$ cat config.mk
export PLATFORM = sky130hd
export DESIGN_NAME = conv_encoder
export DESIGN_NICKNAME = d
export VERILOG_FILES = /design/src/rtl/viterbi_pkg.sv /design/src/rtl/conv_enc_parity.sv /design/src/rtl/conv_encoder.sv
export SDC_FILE = /design/constraint.sdc
export NUM_CORES = 1
export LEC_CHECK = 0
export BUFFER_PORTS_ARGS = -buffer_cell sky130_fd_sc_hd__buf_4
export CELL_PAD_IN_SITES_DETAIL_PLACEMENT = 2
export CELL_PAD_IN_SITES_GLOBAL_PLACEMENT = 2
export CORE_AREA = 3 3 40 42
export CTS_BUF_LIST = sky130_fd_sc_hd__clkbuf_16
export DETAILED_ROUTE_END_ITERATION = 8
export DIE_AREA = 0 0 43 45
export GPL_TIMING_DRIVEN = 0
export PLACE_DENSITY_LB_ADDON = 0.1
export SLEW_MARGIN = 40
export SYNTH_ARGS = -nofsm -noshare
export SYNTH_HDL_FRONTEND = slang
export SYNTH_HIERARCHICAL = 1
export SYNTH_SLANG_ARGS = --single-unit
$ cat constraint.sdc
create_clock -name i_clk -period 1.3 [get_ports i_clk]
set_clock_uncertainty 0.05 [all_clocks]
set_input_delay 0.13 -clock i_clk [delete_from_list [all_inputs] [get_ports i_clk]]
set_output_delay 0.13 -clock i_clk [all_outputs]
set_load 0.02 [all_outputs]
$ cat src/rtl/viterbi_pkg.sv
// viterbi_pkg: code constants and types shared by the convolutional encoder and the Viterbi decoder.
package viterbi_pkg;
  localparam int K = 3;
  localparam int STATE_W = K - 1;
  localparam logic [K-1:0] G0 = 3'b111;
  localparam logic [K-1:0] G1 = 3'b101;
  typedef logic [1:0] sym_t;
  typedef enum logic {S_DATA, S_TAIL} enc_fsm_t;
endpackage

$ cat src/rtl/conv_enc_parity.sv
// conv_enc_parity: maps a {u, state} register image to its code symbol {G0 parity, G1 parity}.
module conv_enc_parity #(
  parameter int K = viterbi_pkg::K,
  parameter logic [K-1:0] G0 = viterbi_pkg::G0,
  parameter logic [K-1:0] G1 = viterbi_pkg::G1
) (
  input  logic [K-1:0] i_r,
  output logic [1:0]   o_sym
);
  assign o_sym = {^(i_r & G0), ^(i_r & G1)};
endmodule

$ cat src/rtl/conv_encoder.sv
// conv_encoder: rate-1/2 feed-forward convolutional encoder, one registered symbol per info bit.
// Define CONV_ENC_TAIL_EN for zero-tail termination (K-1 tail symbols after each frame).
module conv_encoder #(
  parameter int K = viterbi_pkg::K,
  parameter logic [K-1:0] G0 = viterbi_pkg::G0,
  parameter logic [K-1:0] G1 = viterbi_pkg::G1
) (
  input  logic       i_clk,
  input  logic       i_rst_n,
  input  logic       i_data,
  input  logic       i_valid,
  input  logic       i_last,
  output logic       o_ready,
  output logic [1:0] o_sym,
  output logic       o_valid,
  output logic       o_last,
  input  logic       i_ready
);
  import viterbi_pkg::*;
  logic [K-2:0] r_state;
  logic         r_valid;
  logic         r_last;
  sym_t         r_sym;
  sym_t         w_sym;
  logic [K-1:0] w_r;
  logic         w_adv;
  logic         w_load;
  logic         w_u;
  assign w_adv = !r_valid || i_ready;
`ifdef CONV_ENC_TAIL_EN
  localparam int TCNT_W = $clog2(K);
  enc_fsm_t          r_fsm;
  logic [TCNT_W-1:0] r_tcnt;
  logic              w_tail;
  logic              w_tdone;
  assign w_tail  = r_fsm == S_TAIL;
  assign w_tdone = r_tcnt == TCNT_W'(K - 2);
  assign o_ready = !w_tail && w_adv;
  assign w_load  = w_tail ? w_adv : i_valid && o_ready;
  assign w_u     = !w_tail && i_data;
`else
  assign o_ready = w_adv;
  assign w_load  = i_valid && w_adv;
  assign w_u     = i_data;
`endif
  assign w_r = {w_u, r_state};
  conv_enc_parity #(.K(K), .G0(G0), .G1(G1)) u_parity (.i_r(w_r), .o_sym(w_sym));
  always_ff @(posedge i_clk or negedge i_rst_n)
    if (!i_rst_n) begin
      r_valid <= 1'b0;
      r_sym   <= '0;
      r_last  <= 1'b0;
      r_state <= '0;
`ifdef CONV_ENC_TAIL_EN
      r_fsm   <= S_DATA;
      r_tcnt  <= '0;
`endif
    end else if (w_load) begin
      r_valid <= 1'b1;
      r_sym   <= w_sym;
      r_state <= w_r[K-1:1];
`ifdef CONV_ENC_TAIL_EN
      // tail bits are zeros, so after K-1 of them the state is back at 0
      r_last  <= w_tail && w_tdone;
      r_tcnt  <= w_tail && !w_tdone ? r_tcnt + TCNT_W'(1) : '0;
      r_fsm   <= w_tail ? (w_tdone ? S_DATA : S_TAIL) : (i_last ? S_TAIL : S_DATA);
`else
      r_last  <= i_last;
      if (i_last) r_state <= '0;
`endif
    end else if (i_ready) r_valid <= 1'b0;
  assign o_valid = r_valid;
  assign o_sym   = r_sym;
  assign o_last  = r_last;
endmodule

After elaboration in Yosys (flattened, before gate mapping)
Cells that the tools add are included.

Register bits: 6. Bits in latches: 0. RAM bits: 0. Memory bits (read-only): 0. Input bits: 6. Output and inout port bits: 5. Logic and storage cells: 13. Memories: 0.

Add/sub/neg operators: 0. Multipliers: 0. Divide/modulo/power cells: 0. Magnitude comparators: 0. Eq/ne operators: 0. Shift operators: 0. Mux-type cells: 3. Bitwise operators: 0. Reductions and logical operators: 6.

Operators with widths (number): XOR reduction 3 bit (2); two-way mux 1 bit (2); two-way mux 2 bit (1); nonzero test 2 bit (1); logical AND 1 bit (1); zero test 1 bit (1); logical OR 1 bit (1).

Depth between registers and ports, before layout
Gate-level depths: netlist of run 1.

Word-level depth: 4. Depth in mapped cells: 3. Depth with buffers taken out: 3.

By module
Netlist of run 1, hierarchy kept.

By module, submodules not included: conv_encoder (times used 1, cells each 16, area an instance 274.0 um^2, sequential area each 150.1 um^2); conv_enc_parity (times used 1, cells each 2, area an instance 32.5 um^2, sequential area each 0.0 um^2).

Worst setup path before layout of run 1
No wires, ideal clock.

Path type: register -> register. Start: register r_valid (netlist: o_valid). End: register r_last (netlist: o_last). Library setup time: 125 ps. Data arrival time: 1016 ps. Data required time: 1125 ps. Path slack: 109 ps. Stages on the path, launching flop included: 4. Path buffers: 0. Period minus slack after synthesis: 1191 ps. Path through: dfrtp_1 nand2b_4 nand2_4 mux2_4.

Longest elaborated chain between the ends: 3.

Ends and longest elaborated chain: from (decl) (line conv_encoder.sv:21) `logic r_valid;`; from (signal assigned) (line conv_encoder.sv:50) `r_valid <= 1'b0;`; from (signal assigned) (line conv_encoder.sv:59) `r_valid <= 1'b1;`; from (signal assigned) (line conv_encoder.sv:71) `end else if (i_ready) r_valid <= 1'b0;`; zero test 1 bit (line conv_encoder.sv:29) `assign w_adv = !r_valid || i_ready;`; logical OR 1 bit (line conv_encoder.sv:29); named net o_ready (line conv_encoder.sv:13) `output logic o_ready,`; logical AND 1 bit (line conv_encoder.sv:43) `assign w_load = i_valid && w_adv;`; to (signal assigned) (line conv_encoder.sv:68) `r_last <= i_last;`; to (decl) (line conv_encoder.sv:22) `logic r_last;`.

The timed path passes the listed nets, and every way through them passes these cells. A chain may end at the register's enable or synchronous reset.

Final worst setup path of run 1
Start: register r_state[1]. End: register r_sym[1] (netlist: o_sym[1]).

Longest elaborated chain between the ends: 1.

Ends and longest elaborated chain: from (decl) (line conv_encoder.sv:20) `logic [K-2:0] r_state;`; from (signal assigned) (line conv_encoder.sv:61) `r_state <= w_r[K-1:1];`; XOR reduction 3 bit (line conv_enc_parity.sv:10) `assign o_sym = {^(i_r & G0), ^(i_r & G1)};`; named net w_sym[1] (line conv_encoder.sv:24) `sym_t w_sym;`; to (signal assigned) (line conv_encoder.sv:60) `r_sym <= w_sym;`; to (decl) (line conv_encoder.sv:23) `sym_t r_sym;`.

The timed path passes the listed nets, and every way through them passes these cells.

==> impl_results.md, run 1 <==
- Largest net degree at the start of global routing: 7
- Wirelength per Cell: 15.02 µm
- LEAKAGE: 0.2519 nW
- XOR/XNOR share of the synthesized area: 10.61%
- Setup CP Type: register to register
- Final hold violation count: 0
- Share of cells above drive strength 1: 65.63%
- DRT Wirelength: 706 µm
- Hold Crit Start: i_valid
- Largest family of logic cells by synthesized area: multiplexers
- Reg-to-reg setup timing slack: about 0.056 ns
- Mapped Cells: 18
- Width of the die: between 40 and 50 µm
- Layout Nets: 40
- Max Freq: 803.7 MHz
- Floorplan row count: 13
- Synth warn: 6
- Final Cell Area: a little under 500 µm²
- CP Capture Type: register
- Worst-skew pair later-pin latency: 0.22 ns
- Slew margin rel.: 88.41%
- Setup Fix Bufs, Post-CTS: 0
- N_diodes: 0
- Final setup TNS: 0 ns
- Synth Area in Compound Gates: 0%
- H-Tree Depth: 1
- Most frequent cells in the layout: buf_4, dfrtp_1, mux2_4
- Vias after detailed routing: slightly below 200
- Port bufs: 10
- Syn-to-layout area delta: 58.37%
- First-pass DRT Iterations: 1
- RSZ-0062 raised after global routing: false
- Crit path max-delay family: XOR/XNOR gates
- Worst-margin pin slew: 0.1738 ns
- Post-synthesis sequential area ratio: approximately half
- Avg Vias per Cell: ~4.2
- Hold path endpoint: o_valid
- Crit path buffers/inverters: 0
- # IOs: 11
- DRT antenna net count: 0
- RR Startpoint: r_state[1]
- Crit path DAT: ~1.3 ns
- Max incr delay on CP: 0.43 ns
- CP Cell Sequence: xor3_1 > mux2_4
- Iter 0 DRT Violations: 0
- TritonCTS clock tree: yes
- Most common cell after layout, fill and taps aside: buf_4
- Final Slew Violations: 0
- Critical Path Slowest Stage Cell: xor3_1
- Max clock buf depth: 2
- CP Launch Type: register
- CP required: 1.36 ns
- Worst Hold Class: input pin to register
- DIE AREA: 1935 µm²
- CP max FO: 3
- Crit share post-route: 95.71%
- Status: completed
- TritonCTS buffer count: 3
- Worst r2r path cells: 2
- WHS Path Cells: 2
- Clock sinks: 6
- Max cap viols: 0
- Initial core utilization: 23.86%
- Count of state elements after synthesis: 6
- Peak supply drop: just over 0.0008 V
- First-pass GRT wire length: between 1000 and 1500 µm
- Die height: about 45 µm
- Initial antenna violation count: 0
- Total GRT Usage: 8.908%
- Distinct cell type count after synthesis: 9
- R2R Path End: o_sym[1]
- Post-synthesis net count: 24
- Placed cell area: 400.4 µm²
- Mapped Area: ~310 µm²
- Mean Syn Cell Area: 17.03 µm²
- Via count of the first global-routing pass: about 260
- Core outline area: around 1300 µm²
- Post-synthesis simple-gate area fraction: 15.92%
- Final core occ: 37.78%
- Pwr Density: 1925 nW/µm²
- Clock Root Buffer: clkbuf_16
- Grt ovf: 0
- Final setup fails: 0
- Number of fill cells: 137
- Mux contribution to synthesized area: 24.49%
- Post-route minimum period: 1.244 ns
- GPL Wtd Cong: 0.6191
- Adder-Cell Fraction of Synth Area: 0%
- Residual DRC: 0
- Reg clk slew, reported paths: 0.03 ns
[state kept, by name, summed over array words and instances (netlist names)]
name / cells
o_valid: 1
o_sym: 2
r_state: 2
o_last: 1
[cells by family (layout without fill, tap and decap cells)]
logic type    Yosys count  count (layout)
xor+xnor                2               2
flops                   6               6
mux                     5               5
buf+inv                 0              14
simple gates            5               5
[area by class of cell]
class | count | area (µm²) | share of cell area, %
Clock buffer | 3 | 75.07 | 15.46
Multi-Input combinational cell | 12 | 156.4 | 32.22
Sequential cell | 6 | 150.1 | 30.93
Tap cell | 15 | 18.77 | 3.866
Timing Repair Buffer | 11 | 85.08 | 17.53
[worst reg2reg max path: cells and delay by family, from the launching register on]
| family | cells | cell delay, ns |
|---|---|---|
| flops | 1 | 0.38 |
| mux | 1 | 0.27 |
| xor+xnor | 1 | 0.43 |
[synth_stat cells]
cell type / number / area share [%]
dfrtp_1: 6 / 49
mux2_4: 5 / 24
and2b_1: 1 / 2.4
and2b_2: 1 / 2.9
nand2_4: 1 / 3.7
nand2b_4: 1 / 4.5
or2b_1: 1 / 2.4
xor2_1: 1 / 2.9
xor3_1: 1 / 7.8
[worst max path at each step]
stage / start / end / slack, ns / depth (start not counted)
2_1_floorplan: o_valid / o_last / 0.11 / 3
5_1_grt: r_state[1] / o_sym[1] / 0.02 / 2
3_3_place_gp: r_state[1] / o_sym[1] / 0.09 / 2
4_1_cts: r_state[1] / o_sym[1] / 0.05 / 2
3_5_place_dp: r_state[1] / o_sym[1] / 0.09 / 2
6_report: r_state[1] / o_sym[1] / 0.06 / 2
[per-stage QoR]
| step | total power, W | setup WS (ns) | hold slack, ns | std cells |
|---|---|---|---|---|
| 2_1_floorplan | 0.0003665 | 0.1091 | -0.2156 | 18 |
| 3_3_place_gp | 0.0004395 | 0.09445 | -0.1066 | 43 |
| 3_5_place_dp | 0.0004430 | 0.09261 | -0.1069 | 43 |
| 4_1_cts | 0.0009512 | 0.04696 | 0.07419 | 47 |
| 5_1_grt | 0.0009759 | 0.01527 | 0.07867 | 47 |
| 6_report | 0.0009344 | 0.05580 | 0.07618 | 47 |
[what timing repair did]
action / in CTS / in global routing
resized for setup: 0 / 0
endpoints found under the hold margin: 6 / 0
hold buffers: 1 / 0
setup endpoints to repair: 0 / 0
[routing by layer]
layer / global-route usage (%) / up-vias / wire, µm
met3: 7.570 / 0 / 74
met5: 0 / - / 0
met2: 14.37 / 11 / 380
met4: 3.614 / 0 / 0
met1: 8.168 / 97 / 251
li1: - / 91 / -
[report_power, final]
group / internal, W / total, W / switching, W
Combinational: 0.000118 / 0.000197 / 0.0000791
Sequential: 0.000222 / 0.000247 / 0.0000246
Clock: 0.000394 / 0.000491 / 0.0000969
Total: 0.000734 / 0.000934 / 0.000201
Note: power is estimated with default switching activity, not from simulation.
==> run 2: changes to the inputs <==
- CAP_MARGIN: default -> 40
- HOLD_SLACK_MARGIN: default -> 0.15
==> run 2 against run 1 <==
Clock power about the same. Highest routed layer unchanged. First-iteration DRC count stayed put. Power up 0.47%. Critical path type unchanged. Hold slack better by 0.15 ns. Critical endpoint unchanged. Setup slack hardly changed. Clock-buffer cell count unchanged. Global-route usage rose by 0.084 points. Die area is the same.
==> impl_results.md, run 2 (synthesis results as in run 1) <==
- LEAKAGE: 0.2603 nW (+3.3%)
- Final hold violation count: 0 (unchanged)
- # IOs: 11 (unchanged)
- Slew margin rel.: 88.41% (unchanged)
- Status: completed
- N_diodes: 0 (unchanged)
- Max incr delay on CP: 0.43 ns (about the same)
- DIE AREA: 1935 µm² (unchanged)
- Grt ovf: 0 (unchanged)
- H-Tree Depth: 1 (unchanged)
- Final setup fails: 0 (unchanged)
- Avg Vias per Cell: 4.163 (-1.7%)
- Final Slew Violations: 0 (unchanged)
- Initial antenna violation count: 0 (unchanged)
- Layout Nets: 42 (+5.0%)
- Share of cells above drive strength 1: 61.76% (-3.9 points)
- Layout Cells excl Fill: 49 (+4.3%)
- Max Freq: 803.7 MHz (about the same)
- Residual DRC: 0 (unchanged)
- TritonCTS clock tree: yes
- Setup CP Type: register to register
- Crit path DAT: 1.30 ns (about the same)
- Peak supply drop: 0.0008173 V (about the same)
- First-pass DRT Iterations: 1 (unchanged)
- Post-route minimum period: 1.244 ns (-0.00001360 ns)
- Crit path max-delay family: XOR/XNOR gates
- CP Cell Sequence: xor3_1 > mux2_4
- Critical path origin: r_state[1]
- Crit share post-route: 95.71% (about the same)
- Largest net degree at the start of global routing: 7 (unchanged)
- CP max FO: 3 (unchanged)
- CP Launch Type: register
- Critical Path Slowest Stage Cell: xor3_1
- Vias after detailed routing: 204 (+2.5%)
- Pwr Density: 1857 nW/µm² (-3.5%)
- Total GRT Usage: 8.992% (+0.084 points)
- Placed cell count: 43 (unchanged)
- CP required: 1.36 ns (about the same)
- Clock Root Buffer: clkbuf_16
- Final setup TNS: 0 ns (unchanged)
- Wirelength per Cell: 14.57 µm (-3.0%)
- Worst r2r path cells: 2 (unchanged)
- Syn-to-layout area delta: 64.90%
- Floorplan row count: 13 (unchanged)
- CP Capture Type: register
- Critical path depth in cells: 2 (unchanged)
- Max cap viols: 0 (unchanged)
- GPL Wtd Cong: 0.6191 (unchanged)
- Fin Hold WS: 0.2304 ns (+0.1542 ns)
- Via count of the first global-routing pass: 255 (unchanged)
- Setup Fix Bufs, Post-CTS: 0 (unchanged)
- TritonCTS buffer count: 3 (unchanged)
- RR Startpoint: r_state[1]
- Crit path buffers/inverters: 0 (unchanged)
- Reg clk slew, reported paths: 0.03 ns (about the same)
- Final core occ: 39.34% (+1.6 points)
- Iter 0 DRT Violations: 0 (unchanged)
- DRT Wirelength: 714 µm (+1.1%)
- Core outline area: 1285 µm² (unchanged)
- Width of the die: 43 µm (unchanged)
- Die height: 45 µm (unchanged)
- Worst-skew pair later-pin latency: 0.22 ns (about the same)
- Worst-margin pin slew: 0.1738 ns (-0.0000002384 ns)
- Number of fill cells: 136 (-0.73%)
- DRT antenna net count: 0 (unchanged)
- RSZ-0062 raised after global routing: false
- Initial core utilization: 23.86% (unchanged)
- First-pass GRT wire length: 1173 µm (+0.60%)
- Most common cell after layout, fill and taps aside: buf_4
- Clock sinks: 6 (unchanged)
- Most frequent cells in the layout: buf_4, dfrtp_1, mux2_4
- Worst Hold Class: input pin to asynchronous set/reset pin
- Port bufs: 10 (unchanged)
- Max clock buf depth: 2 (unchanged)
run 2: cell types whose count changed in the layout (fill, tap and decap cells not counted), sizes merged:
| cell | previous run | this run |
|---|---|---|
| dlygate4sd3 | 1 | 3 |
run 2: what timing repair did:
| action | 4_1_cts | 5_1_grt |
|---|---|---|
| gates resized for setup | 0 | 0 |
| hold buffers | 3 | 0 |
| hold endpoints to repair | 8 | 0 |
| endpoints found under the setup margin | 0 | 0 |
run 2: layout make-up:
class	count	area [µm²]	area share, %
well taps	15	18.77	3.713
clock buffers	3	75.07	14.85
repair buffers	13	105.1	20.79
flip-flops and latches	6	150.1	29.70
multi-input cells	12	156.4	30.94
run 2: routing by layer:
metal / vias to the layer above / routed length [µm] / share of wire [%] / track usage [%]
li1: 95 / - / - / -
met1: 98 / 250 / 35 / 7.921
met2: 11 / 387 / 54 / 14.97
met3: 0 / 76 / 11 / 7.570
met4: 0 / 0 / 0 / 3.614
met5: - / 0 / 0 / 0
run 2: worst paths after layout:
check | endpoint | slack [ns]
worst max-delay path | o_sym[1] | 0.06
worst min-delay path | o_sym[1] | 0.23
worst min register to register | o_sym[1] | 0.46
worst max register to register | o_sym[1] | 0.06
max in group asynchronous | o_valid | 0.85
min in group i_clk | r_state[1] | 0.24
run 2: worst reg2reg max path, delay by kind of cell, from the launching register on:
kind          cells  cell delay (ns)
XOR/XNOR          1             0.43
flip-flops        1             0.38
multiplexers      1             0.27
run 2: power by group:
| group | switching (W) | internal, W | total [W] | leakage (nW) |
|---|---|---|---|---|
| Clock | 0.0000967 | 0.000394 | 0.000491 | 0.0370 |
| Combinational | 0.0000798 | 0.000122 | 0.000201 | 0.151 |
| Sequential | 0.0000245 | 0.000222 | 0.000247 | 0.0721 |
| Total | 0.000201 | 0.000738 | 0.000939 | 0.260 |
run 2: metrics by stage:
step           cell area, µm²  total power [W]  setup slack [ns]
3_3_place_gp            400.4        0.0004395           0.09445
5_1_grt                 505.5        0.0009809           0.01527
2_1_floorplan           306.5        0.0003665            0.1091
4_1_cts                 505.5        0.0009559           0.04696
6_report                505.5        0.0009388           0.05581
3_5_place_dp            400.4        0.0004430           0.09261
==> run 3: changes to the inputs <==
- CTS_CLUSTER_SIZE: default -> 25
- MAX_ROUTING_LAYER: default -> met4
- REMOVE_ABC_BUFFERS: default -> 1
==> run 3 against run 2 <==
Sequential cell count stayed put. Setup slack about the same. Sequential share of layout area stayed put. First-iteration DRC count is the same. Register-to-register slack about the same. Combinational power about the same. Largest power group unchanged.
==> impl_results.md, run 3 (synthesis results as in run 1) <==
- Status: completed
- Sw frac: 21.46% (+0.041 points)
- Logic pwr share: 21.4% (about the same)
- Metal1 wirelength: 267 µm (+6.8%)
- Sequential Power Share: 26.2% (about the same)
- Die height: 45 µm (unchanged)
- TritonCTS buffer count: 3 (unchanged)
- Max Freq: 803.7 MHz (about the same)
- Final hold violation count: 0 (unchanged)
- Crit share post-route: 95.71% (about the same)
- Syn-to-layout area delta: 64.90% (unchanged)
- CP max FO: 3 (unchanged)
- Width of the die: 43 µm (unchanged)
- RR Startpoint: r_state[1]
- Floorplan row count: 13 (unchanged)
- Share of cells above drive strength 1: 61.76% (unchanged)
- Critical Path Slowest Stage Cell: xor3_1
- Pre-CTS setup slack: 0.09261 ns (unchanged)
- CP Capture Type: register
- Wirelength per Cell: 14.57 µm (unchanged)
- Max clock buf depth: 2 (unchanged)
- Grt ovf: 0 (unchanged)
- Max cap viols: 0 (unchanged)
- DRT Wirelength: 714 µm (unchanged)
- Total GRT Usage: 9.264% (+0.27 points)
- Reg clk slew, reported paths: 0.03 ns (about the same)
- CP Launch Type: register
- Met3 Wirelength: 60 µm (-21%)
- Clock sinks: 6 (unchanged)
- Port bufs: 10 (unchanged)
- Residual DRC: 0 (unchanged)
- Core outline area: 1285 µm² (unchanged)
- Iter 0 DRT Violations: 0 (unchanged)
- TritonCTS clock tree: yes
- GPL Wtd Cong: 0.6237 (+0.74%)
- Worst Hold Class: input pin to asynchronous set/reset pin
- # IOs: 11 (unchanged)
- Initial antenna violation count: 0 (unchanged)
- Vias after detailed routing: 206 (+0.98%)
- First-pass DRT Iterations: 1 (unchanged)
- Final setup fails: 0 (unchanged)
- CP Cell Sequence: xor3_1 > mux2_4
- Slew margin rel.: 88.41% (unchanged)
- Initial core utilization: 23.86% (unchanged)
- DIE AREA: 1935 µm² (unchanged)
- Final setup TNS: 0 ns (unchanged)
- Highest routed layer: met4
- Most common cell after layout, fill and taps aside: buf_4
- Via count of the first global-routing pass: 254 (-0.39%)
- Clock Root Buffer: clkbuf_16
- CP required: 1.36 ns (about the same)
- Critical path origin: r_state[1]
- Post-route minimum period: 1.244 ns (-0.00001530 ns)
- Worst-skew pair later-pin latency: 0.22 ns (about the same)
- Max incr delay on CP: 0.43 ns (about the same)
- DRT antenna net count: 0 (unchanged)
- Most frequent cells in the layout: buf_4, dfrtp_1, mux2_4
- N_diodes: 0 (unchanged)
- CTS resizes: 0 (unchanged)
- Largest net degree at the start of global routing: 7 (unchanged)
- Pint: 0.0007378 W (about the same)
- H-Tree Depth: 1 (unchanged)
- First-pass GRT wire length: 1173 µm (unchanged)
- Worst setup margin: 0.05583 ns (+0.00001530 ns)
- Clock group share of total power: 52.3% (about the same)
- Final Slew Violations: 0 (unchanged)
- Avg Vias per Cell: 4.204 (+0.98%)
- LEAKAGE: 0.2603 nW (unchanged)
- Setup CP Type: register to register
- Pwr Density: 1858 nW/µm² (about the same)
- Peak supply drop: 0.0008172 V (about the same)
- RSZ-0062 raised after global routing: false
- Layout Nets: 42 (unchanged)
- Crit path DAT: 1.30 ns (about the same)
- Psw: 0.0002016 W (+0.25%)
- Worst-margin pin slew: 0.1738 ns (+0.0000002384 ns)
- Tot Pwr: 0.0009393 W (about the same)
- Wire length on met2: 380 µm (-1.8%)
-- run 3: path summary, 6_finish.rpt --
kind / slack (ns) / cells past startpoint / end
setup / recovery: 0.06 / 2 / o_sym[1]
hold / removal: 0.23 / 2 / o_sym[1]
max in group asynchronous: 0.85 / 2 / o_valid
setup reg to reg: 0.06 / 2 / o_sym[1]
min in group i_clk: 0.24 / 3 / r_state[1]
hold reg to reg: 0.46 / 1 / o_sym[1]
-- run 3: timing repair --
action	4_1_cts	5_1_grt
endpoints found under the hold margin	8	0
hold buffers	3	0
endpoints found under the setup margin	0	0
setup buffers	0	0
-- run 3: power groups by stage --
stage          clock network, W  registers (W)   logic, W
2_1_floorplan                 0       0.000277  0.0000891
5_1_grt                0.000513       0.000251   0.000217
4_1_cts                0.000503       0.000248   0.000205
3_5_place_dp                  0       0.000248   0.000195
3_3_place_gp                  0       0.000246   0.000193
6_report               0.000491       0.000247   0.000201
-- run 3: final cells by class --
type | count | area [µm²]
clock buffers | 3 | 75.07
fillers | 136 | 779.5
multi-input cells | 12 | 156.4
flip-flops and latches | 6 | 150.1
well taps | 15 | 18.77
repair buffers | 13 | 105.1
-- run 3: critical path: cells and delay by family, from the launching register on --
| family | cells | cell delay, ns |
|---|---|---|
| mux | 1 | 0.27 |
| xor+xnor | 1 | 0.43 |
| flops | 1 | 0.38 |
-- run 3: routing by layer --
layer / vias up / track usage, %
met1: 98 / 8.416
met3: 2 / 6.773
met4: 0 / 3.614
met2: 11 / 14.97
li1: 95 / -
met5: - / -
-- run 3: through the flow --
stage          std cells  hold WS [ns]  util (%)  area (µm²)
2_1_floorplan         18       -0.2156         -       306.5
3_3_place_gp          43       -0.1066     31.16       400.4
3_5_place_dp          43       -0.1069     31.16       400.4
4_1_cts               49        0.2049     39.34       505.5
5_1_grt               49        0.2591     39.34       505.5
6_report              49        0.2302     39.34       505.5
